File: src/rtl/poly_envelope_generator.sv
// Multi-voice ADSR envelope generator with a saturating voice mixer.
// One poly_envelope_voice instance per voice holds that voice's ADSR state
// and level. The top level owns the shared sample-tick divider, the gate
// edge detection and the signed mix of all enveloped voices.

// ---------------------------------------------------------------------------
// Per-voice ADSR state machine. Level and state only move on a tick.
// ---------------------------------------------------------------------------
module poly_envelope_voice #(
    parameter int WIDTH = 12
) (
    input  logic             clk,
    input  logic             rst,
    input  logic             tick,
    input  logic             trig,
    input  logic             press,
    input  logic [WIDTH-1:0] attack_rate,
    input  logic [WIDTH-1:0] decay_rate,
    input  logic [WIDTH-1:0] sustain_level,
    input  logic [WIDTH-1:0] release_rate,
    output logic [WIDTH-1:0] level,
    output logic [2:0]       state
);

    typedef enum logic [2:0] {
        ST_IDLE    = 3'd0,
        ST_ATTACK  = 3'd1,
        ST_DECAY   = 3'd2,
        ST_SUSTAIN = 3'd3,
        ST_RELEASE = 3'd4
    } state_t;

    localparam logic [WIDTH-1:0] MAX = '1;

    state_t            st_q, st_d;
    logic [WIDTH-1:0]  lvl_q, lvl_d;

    // One extra bit so overflow (attack) and underflow (decay/release)
    // are visible before clamping.
    logic [WIDTH:0]        att_sum;
    logic signed [WIDTH:0] dec_diff;
    logic signed [WIDTH:0] rel_diff;

    assign att_sum  = {1'b0, lvl_q} + {1'b0, attack_rate};
    assign dec_diff = $signed({1'b0, lvl_q}) - $signed({1'b0, decay_rate});
    assign rel_diff = $signed({1'b0, lvl_q}) - $signed({1'b0, release_rate});

    // State and level registers; reset parks the voice silent in IDLE.
    always_ff @(posedge clk or negedge rst) begin
        if (!rst) begin
            st_q  <= ST_IDLE;
            lvl_q <= '0;
        end else begin
            st_q  <= st_d;
            lvl_q <= lvl_d;
        end
    end

    // Next state/level: retrigger beats gate release, which beats the
    // normal per-state envelope step.
    always_comb begin
        st_d  = st_q;
        lvl_d = lvl_q;
        if (tick) begin
            if (trig) begin
                // Retrigger restarts the attack from wherever the level is.
                st_d = ST_ATTACK;
            end else if (!press && (st_q == ST_ATTACK || st_q == ST_DECAY ||
                                    st_q == ST_SUSTAIN)) begin
                st_d = ST_RELEASE;
            end else begin
                case (st_q)
                    ST_IDLE: begin
                        lvl_d = '0;
                    end
                    ST_ATTACK: begin
                        lvl_d = att_sum[WIDTH] ? MAX : att_sum[WIDTH-1:0];
                        if (lvl_d == MAX) st_d = ST_DECAY;
                    end
                    ST_DECAY: begin
                        // Also pulls the level up if sustain sits above it.
                        if (dec_diff < $signed({1'b0, sustain_level}))
                            lvl_d = sustain_level;
                        else
                            lvl_d = dec_diff[WIDTH-1:0];
                        if (lvl_d == sustain_level) st_d = ST_SUSTAIN;
                    end
                    ST_SUSTAIN: begin
                        lvl_d = sustain_level;
                    end
                    ST_RELEASE: begin
                        lvl_d = rel_diff[WIDTH] ? '0 : rel_diff[WIDTH-1:0];
                        if (lvl_d == '0) st_d = ST_IDLE;
                    end
                    default: begin
                        st_d  = ST_IDLE;
                        lvl_d = '0;
                    end
                endcase
            end
        end
    end

    assign level = lvl_q;
    assign state = st_q;

endmodule

// ---------------------------------------------------------------------------
// Top level: tick divider, gate edge detect, voice array and mixer.
// ---------------------------------------------------------------------------
module poly_envelope_generator #(
    parameter int NUM_VOICES     = 4,
    parameter int WIDTH          = 12,
    parameter int CPU_CLOCK_FREQ = 100_000_000,
    parameter int SAMPLE_RATE    = 100_000
) (
    input  logic                        clk,
    input  logic                        rst,
    input  logic [NUM_VOICES-1:0]       press,
    input  logic [WIDTH-1:0]            attack_rate,
    input  logic [WIDTH-1:0]            decay_rate,
    input  logic [WIDTH-1:0]            sustain_level,
    input  logic [WIDTH-1:0]            release_rate,
    input  logic [NUM_VOICES*WIDTH-1:0] voice_in,
    output logic [NUM_VOICES*WIDTH-1:0] env,
    output logic [NUM_VOICES*3-1:0]     env_state,
    output logic                        sample_tick,
    output logic [WIDTH-1:0]            wave
);

    localparam int TICK_DIV = CPU_CLOCK_FREQ / SAMPLE_RATE;
    localparam int CW       = (TICK_DIV > 1) ? $clog2(TICK_DIV) : 1;
    // Mix accumulator wide enough for NUM_VOICES full-scale products.
    localparam int SW       = 2*WIDTH + 1 + $clog2(NUM_VOICES);

    localparam logic [CW-1:0]        TICK_LAST = CW'(TICK_DIV - 1);
    localparam logic signed [SW-1:0] WAVE_MAX  = SW'((1 << (WIDTH-1)) - 1);
    localparam logic signed [SW-1:0] WAVE_MIN  = ~WAVE_MAX;

    // Packed per-voice views of the flat ports.
    logic [NUM_VOICES-1:0][WIDTH-1:0] voice_v;
    logic [NUM_VOICES-1:0][WIDTH-1:0] env_v;
    logic [NUM_VOICES-1:0][2:0]       st_v;

    assign voice_v   = voice_in;
    assign env       = env_v;
    assign env_state = st_v;

    logic [CW-1:0]         cnt;
    logic                  tick;
    logic [NUM_VOICES-1:0] press_q;
    logic [NUM_VOICES-1:0] pending;
    logic [NUM_VOICES-1:0] rise;
    logic [NUM_VOICES-1:0] trig;

    assign tick = (cnt == TICK_LAST);

    // Sample-rate divider; sample_tick marks the cycle envelopes changed.
    always_ff @(posedge clk or negedge rst) begin
        if (!rst) begin
            cnt         <= '0;
            sample_tick <= 1'b0;
        end else begin
            cnt         <= tick ? '0 : cnt + 1'b1;
            sample_tick <= tick;
        end
    end

    // A press edge is latched until the next tick so gate pulses shorter
    // than a tick period still retrigger. An edge landing on the tick cycle
    // itself is consumed directly through trig.
    assign rise = press & ~press_q;
    assign trig = pending | rise;

    // Gate delay and pending-retrigger flags.
    always_ff @(posedge clk or negedge rst) begin
        if (!rst) begin
            press_q <= '0;
            pending <= '0;
        end else begin
            press_q <= press;
            pending <= tick ? '0 : (pending | rise);
        end
    end

    for (genvar i = 0; i < NUM_VOICES; i++) begin : g_voice
        poly_envelope_voice #(
            .WIDTH(WIDTH)
        ) u_voice (
            .clk          (clk),
            .rst          (rst),
            .tick         (tick),
            .trig         (trig[i]),
            .press        (press[i]),
            .attack_rate  (attack_rate),
            .decay_rate   (decay_rate),
            .sustain_level(sustain_level),
            .release_rate (release_rate),
            .level        (env_v[i]),
            .state        (st_v[i])
        );
    end

    logic signed [SW-1:0] mix_sum;
    logic signed [SW-1:0] mix_shr;
    logic [WIDTH-1:0]     wave_d;

    // Signed voice times unsigned envelope, summed, floored back to WIDTH
    // bits and saturated.
    always_comb begin
        mix_sum = '0;
        for (int i = 0; i < NUM_VOICES; i++) begin
            logic signed [SW-1:0] vx;
            logic signed [SW-1:0] ex;
            vx      = SW'($signed(voice_v[i]));
            ex      = SW'($signed({1'b0, env_v[i]}));
            mix_sum = mix_sum + vx * ex;
        end
        mix_shr = mix_sum >>> WIDTH;
        if (mix_shr > WAVE_MAX)
            wave_d = WAVE_MAX[WIDTH-1:0];
        else if (mix_shr < WAVE_MIN)
            wave_d = WAVE_MIN[WIDTH-1:0];
        else
            wave_d = mix_shr[WIDTH-1:0];
    end

    // Output register for the mix.
    always_ff @(posedge clk or negedge rst) begin
        if (!rst) wave <= '0;
        else      wave <= wave_d;
    end

endmodule

File: config.mk
export PLATFORM = sky130hd
export DESIGN_NAME = poly_envelope_generator
export DESIGN_NICKNAME = d
export VERILOG_FILES = /design/src/rtl/poly_envelope_generator.sv
export SDC_FILE = /design/constraint.sdc
export NUM_CORES = 2
export LEC_CHECK = 0
export ABC_AREA = 1
export BUFFER_PORTS_ARGS = -buffer_cell sky130_fd_sc_hd__buf_4
export CORE_UTILIZATION = 55
export CTS_CLUSTER_SIZE = 24
export DETAILED_ROUTE_END_ITERATION = 16
export GPL_TIMING_DRIVEN = 0
export PLACE_DENSITY = 0.75
export SYNTH_ARGS = -nofsm -noshare
export SYNTH_HDL_FRONTEND = slang
export SYNTH_SLANG_ARGS = --single-unit
export TNS_END_PERCENT = 30
File: constraint.sdc
create_clock -name clk -period 6.7 [get_ports clk]
set_input_delay 0.67 -clock clk [delete_from_list [all_inputs] [get_ports clk]]
set_output_delay 0.67 -clock clk [all_outputs]
set_load 0.03 [all_outputs]
[After elaboration in Yosys (flattened, before gate mapping)]
Index checks and enable logic that the tools add are counted.
Storage, ports and cells
  register bits after elaboration: 91
  bits in latches: 0
  bits in writable memories: 0
  memory bits (read-only): 0
  output and inout bits: 73
  logic and storage cells: 187
  memories kept: 0
Cells by class
  $add $sub $neg: 16
  $mul: 4
  divide/modulo/power cells: 0
  order comparisons: 6
  equality and inequality tests: 41
  shifts and indexed selects: 0
  muxes and demuxes: 60
  bitwise operators: 11
  reduce and logical (&&, ||, !) cells: 36
Operators with widths (count)
  $mux W12: 30
  $pmux W12 S4: 4
  $sub A12 B12 Y13: 8
  $mul A12 B13 Y25: 4
  $mux W3: 20
  $add A12 B12 Y13: 4
  $lt A13 B13 Y1: 4
  $eq A12 B12 Y1: 4
  $eq A12 B12 Y1 const B: 4
  $logic_not A12 Y1: 4
  $pmux W3 S4: 4
  $ne A4 B4 Y1 const B: 8
  $add A26 B25 Y27: 1
  $add A27 B25 Y27: 1
  $add A25 B25 Y26: 1
  $eq A3 B2 Y1 const B: 8
  $reduce_and A5 Y1: 4
  $ne A4 B2 Y1 const B: 4
  $gt A15 B12 Y1 const B: 1
  $lt A15 B12 Y1 const B: 1
  $eq A3 B1 Y1 const B: 4
  $eq A3 B3 Y1 const B: 4
  $logic_not A3 Y1: 4
  $ne A3 B1 Y1 const B: 4
  13 further kinds: 39

[Logic depth before layout (Yosys ltp)]
  depth in word-level cells: 12
  depth in mapped cells: 35
  depth with buffers taken out: 34

[Modules after synthesis]
Synthesis repeated with hierarchy kept, for this count alone.
Unflattened totals
  cells, all modules: 5348
  area total of the unflattened synthesis: 37493.5 um2
Modules (own cells, without submodules)
  poly_envelope_generator: times used 1, cells each 2838, area an instance 22527.9 um2, seq. area each 775.7 um2
  poly_envelope_voice at g_voice[0].u_voice ...: times used 3, cells each 633, area an instance 3734.8 um2, seq. area each 375.4 um2
  poly_envelope_voice at g_voice[3].u_voice: times used 1, cells each 611, area an instance 3761.1 um2, seq. area each 375.4 um2

[Least setup slack after synthesis]
Ideal clock, no wire load.
  path type: in2reg
  start point: in voice_in[0]
  end point: reg wave[6]
  library setup time: 0.076 ns
  arrival time: 7.589 ns
  path slack: -0.965 ns
  stages on the path: 33
  cell sequence: clkbuf_1 -> nand2_1 -> fa_1 -> inv_1 -> fa_1 -> inv_1 -> fa_1 -> inv_1 -> fa_1 -> inv_1 -> fa_1 -> fa_1 -> inv_1 -> fa_1 -> fa_1 -> inv_1 -> fa_1 -> inv_1 -> ha_1 -> a21oi_1 -> inv_1 -> o21ai_1 -> nand2_1 -> a21oi_1 -> inv_1 -> a21oi_1 -> inv_1 -> a21oi_1 -> xor2_1 -> nand3_1 -> nand2_1 -> inv_2 -> o21ai_1
On the way
  cells in the longest elaborated chain, start to end: 7
  elaborated cells between the ends (all ways): 8
RTL lines
  start: declaration: line 125  | input logic [NUM_VOICES*WIDTH-1:0] voice_in,
  $mul A12 B13 Y25 (*): line 218  | mix_sum = mix_sum + vx * ex;
  $add A25 B25 Y26 (*): line 218
  $add A26 B25 Y27 (*): line 218
  $add A27 B25 Y27 (*): line 218
  $lt A15 B12 Y1: line 223  | else if (mix_shr < WAVE_MIN)
  $mux W12: line 223
  $mux W12 (*): line 221  | if (mix_shr > WAVE_MAX)
  net wave_d[6]: line 207  | logic [WIDTH-1:0] wave_d;
  end signal: assignment: line 232  | else wave <= wave_d;
  end: declaration: line 129  | output logic [WIDTH-1:0] wave
Mark *: on every way through the listed nets, which the timed path passes. The rest lies on a longest branch.
A chain may end at the register's enable or synchronous reset.

[Final worst setup path]
  start point: reg g_voice[3].u_voice.lvl_q[2]
  end point: reg wave[9]
On the way
  cells in the longest elaborated chain, start to end: 5
  elaborated cells between the ends (all ways): 6
RTL lines
  start: declaration: line 36  | logic [WIDTH-1:0] lvl_q, lvl_d;
  start signal: assignment: line 55  | lvl_q <= lvl_d;
  $mul A12 B13 Y25 (*): line 218
  $add A27 B25 Y27 (*): line 218
  $lt A15 B12 Y1: line 223
  $mux W12: line 223
  $mux W12 (*): line 221
  net wave_d[9]: line 207
Marked as above.

==> impl_metrics.env <==
export IMPL_hold_path_class="input pin to asynchronous set/reset pin"
export IMPL_ys_types=53
export IMPL_reg2reg_from="g_voice[3].u_voice.level[2]$_DFFE_PN0P_"
export IMPL_ioPinCount=175
export IMPL_wl_um=120000
export IMPL_die_area_mm2=0.0668
export IMPL_drv_cap=0
export IMPL_h_tree_depth=3
export IMPL_violations="negative setup slack"
export IMPL_dp_hpwl_um=99500
export IMPL_cts_num_sinks=91
export IMPL_nets=6456
export IMPL_area_delta_synth_final_pct=12.4
export IMPL_finalWorstSetupSlack_ps=-868
export IMPL_fin_crit_sh_pct=113
export IMPL_ff_latch_area_mm2=0.00234
export IMPL_die_h_um=258
export IMPL_ys_seq_elements=91
export IMPL_dr_first_iter_drc_count=3473
export IMPL_drive_above_1_share_pct=11.4
export IMPL_core_area_mm2=0.0647
export IMPL_final_core_util_pct=62.8
export IMPL_ys_warn_count=0
export IMPL_clock_latency_ps=410
export IMPL_cts_buffers=9
export IMPL_gp_congestion=0.987
export IMPL_dr_total_vias=34200
export IMPL_num_rows=93
export IMPL_io_buffers=167
export IMPL_worstPathBufferInverterCount=11
export IMPL_synth_net_count=6175
export IMPL_die_x_um=258
export IMPL_avgSynthCellArea_um2=7.11
export IMPL_finalSetupViolCount=12
export IMPL_post_drt_via_cell_ratio=5.49
export IMPL_grt_use_total_pct=36.5
export IMPL_cpPeakStageDelay_ps=600
export IMPL_grt_pass1_vias=33000
export IMPL_critical_path_top_delay_family="adder cells"
export IMPL_async_flop_share_pct=100
export IMPL_drt_first_pass_iters=6
export IMPL_hold_violations=0
export IMPL_slowest_stage="fa_1"
export IMPL_endpoint_kind="flop"
export IMPL_multi_input_area_mm2=0.0285
export IMPL_fin_worst_skew_ps=28.3
export IMPL_cpMostUsedCell="fa_1"
export IMPL_ys_flop_type="dfrtp_1"
export IMPL_synth_area_mm2=0.0362
export IMPL_synth_cells=5087
export IMPL_antenna_left=0
export IMPL_cts_max_path_buffers=2
export IMPL_cp_start_kind="flop"
export IMPL_drv_slew=0
export IMPL_root_buffer="clkbuf_16"
export IMPL_critPathKind="flop to flop"
export IMPL_max_slew_worst_pin_slew_ps=1160
export IMPL_period_minus_slack_ps=7570
export IMPL_wl_per_cell_um=19.3
export IMPL_rsz0062_at_grt="yes"
export IMPL_synth_top_area_share_pct=30.2
export IMPL_critPathRequiredTime_ps=6980
export IMPL_final_cell_mix="inv_1 (1,337), nand2_1 (1,262), fa_1 (519)"
export IMPL_fmax_ghz=0.132
export IMPL_ff2ff_setup_slack_ps=-870
export IMPL_status="complete, but fails checks"
export IMPL_r2r_end="wave[9]$_DFF_PN0_"
export IMPL_grt_antenna_before_repair=3
export IMPL_num_fill_cells=5952
export IMPL_synth_edf_count=0
export IMPL_path_clk_slew_ps=100
export IMPL_synth_top_area_cell="fa_1"
export IMPL_worst_ep_arrival_time_ps=7850
export IMPL_path_max_fanout=6
export IMPL_gr_total_overflow=0
export IMPL_slew_limit_headroom_pct=22.4
export IMPL_layout_commonest_cell="inv_1"
export IMPL_yosysSeqAreaShare_pct=6.30
export IMPL_drc=0
export IMPL_worstRegToRegCells=32
export IMPL_timing_hold_ws_ps=100
export IMPL_initial_core_util_pct=55.9
export IMPL_yosys_top_cells_area="fa_1 (30%), ha_1 (15%), inv_1 (14%)"
export IMPL_grt_pass1_wl_um=185000
export IMPL_tritoncts="built"
export IMPL_grt_max_degree=92
==> routing by layer <==
layer	track usage, %	part of all wire, %
met1	51.7	43
met2	55.8	43
met3	5.68	9.9
met4	15.1	4.7
met5	0	0
==> kinds of logic after synthesis <==
kind of cell,after synthesis,share of synthesized area [%]
and+or+nand+nor,1892,21.9
DFF,91,6.30
adders and majority gates,986,45.4
xor gates and xnor gates,97,2.37
buffers and inverters,1518,15.9
muxes,1,0.0311
AOI/OAI and AO/OA,502,8.01
==> state kept, by name, summed over array words and instances, names as in the netlist <==
signal and flops:
sample_tick 1, cnt 10, g_voice.u_voice.level 48, wave 12
pending 4, g_voice.u_voice.state 12, press_q 4
==> cell type report <==
cell class | count | share of cell area, %
tap | 855 | 2.63
buffer | 146 | 2.87
sequential | 91 | 5.76
antenna | 3 | 0.0185
multi-input combinational | 3478 | 70.1
clock buffer | 9 | 0.554
inverter | 1371 | 12.7
timing repair buffer | 271 | 5.17
clock inverter | 7 | 0.237
==> cells in the mapped netlist, types with 8 or more instances <==
library cell and count:
ha_1 440, nand3_1 170, o211ai_1 28, o21bai_1 18
nand4_1 90, a21oi_1 161, nand2_1 1271, o21ai_0 147
o22ai_1 12, or2_2 16, o2111ai_1 22, inv_2 13
xnor2_1 26, o21ai_1 45, inv_1 1351, nand3b_1 9
a21o_1 15, nor3_1 52, clkbuf_1 126, a31oi_1 23
fa_1 546, nor2_2 8, xor2_1 70, nand2_2 15
dfrtp_1 91, buf_2 14, nor2_1 233
==> stage by stage <==
step | setup slack (ps) | std cells | cell area (um^2) | setup TNS, ps
2_1_floorplan | -632 | 5087 | 36500 | -7110
3_3_place_gp | -1570 | 6109 | 38800 | -17740
3_5_place_dp | -1610 | 6109 | 38800 | -18400
4_1_cts | -808 | 6210 | 40400 | -9260
5_1_grt | -1120 | 6230 | 40600 | -13140
6_report | -868 | 6231 | 40600 | -10060
==> timing repair <==
action / CTS / global route
hold buffers: 0 / 0
setup buffers: 84 / 17
gates resized for setup: 203 / 55
pin swaps: 44 / 14
endpoints found under the hold margin: 0 / 0
cloned: 2 / 0
endpoints found under the setup margin: 12 / 12
==> worst register-to-register path: cells and delay by family, from the launching register on <==
family	cells	cell delay, ps
compound gates	6	760
xor+xnor	1	110
flops	1	500
simple gates	4	340
buf+inv	11	1050
fa+ha+maj	10	4690
==> worst max path at each step <==
| stage | from | endpoint | slack [ps] | cells after the start |
|---|---|---|---|---|
| after floorplan | voice_in[11] | wave[1]$_DFF_PN0_ | -630 | 28 |
| after global placement | voice_in[23] | wave[9]$_DFF_PN0_ | -1570 | 26 |
| after detailed placement | voice_in[35] | wave[9]$_DFF_PN0_ | -1610 | 29 |
| after CTS | g_voice[2].u_voice.level[5]$_DFFE_PN0P_ | wave[9]$_DFF_PN0_ | -810 | 31 |
| after global routing | g_voice[3].u_voice.level[7]$_DFFE_PN0P_ | wave[8]$_DFF_PN0_ | -1120 | 31 |
| final | g_voice[3].u_voice.level[2]$_DFFE_PN0P_ | wave[9]$_DFF_PN0_ | -870 | 32 |
Power is left out: the tool's default activity adds up to more than one toggle a clock period on the data nets, which glitch-free logic cannot reach.
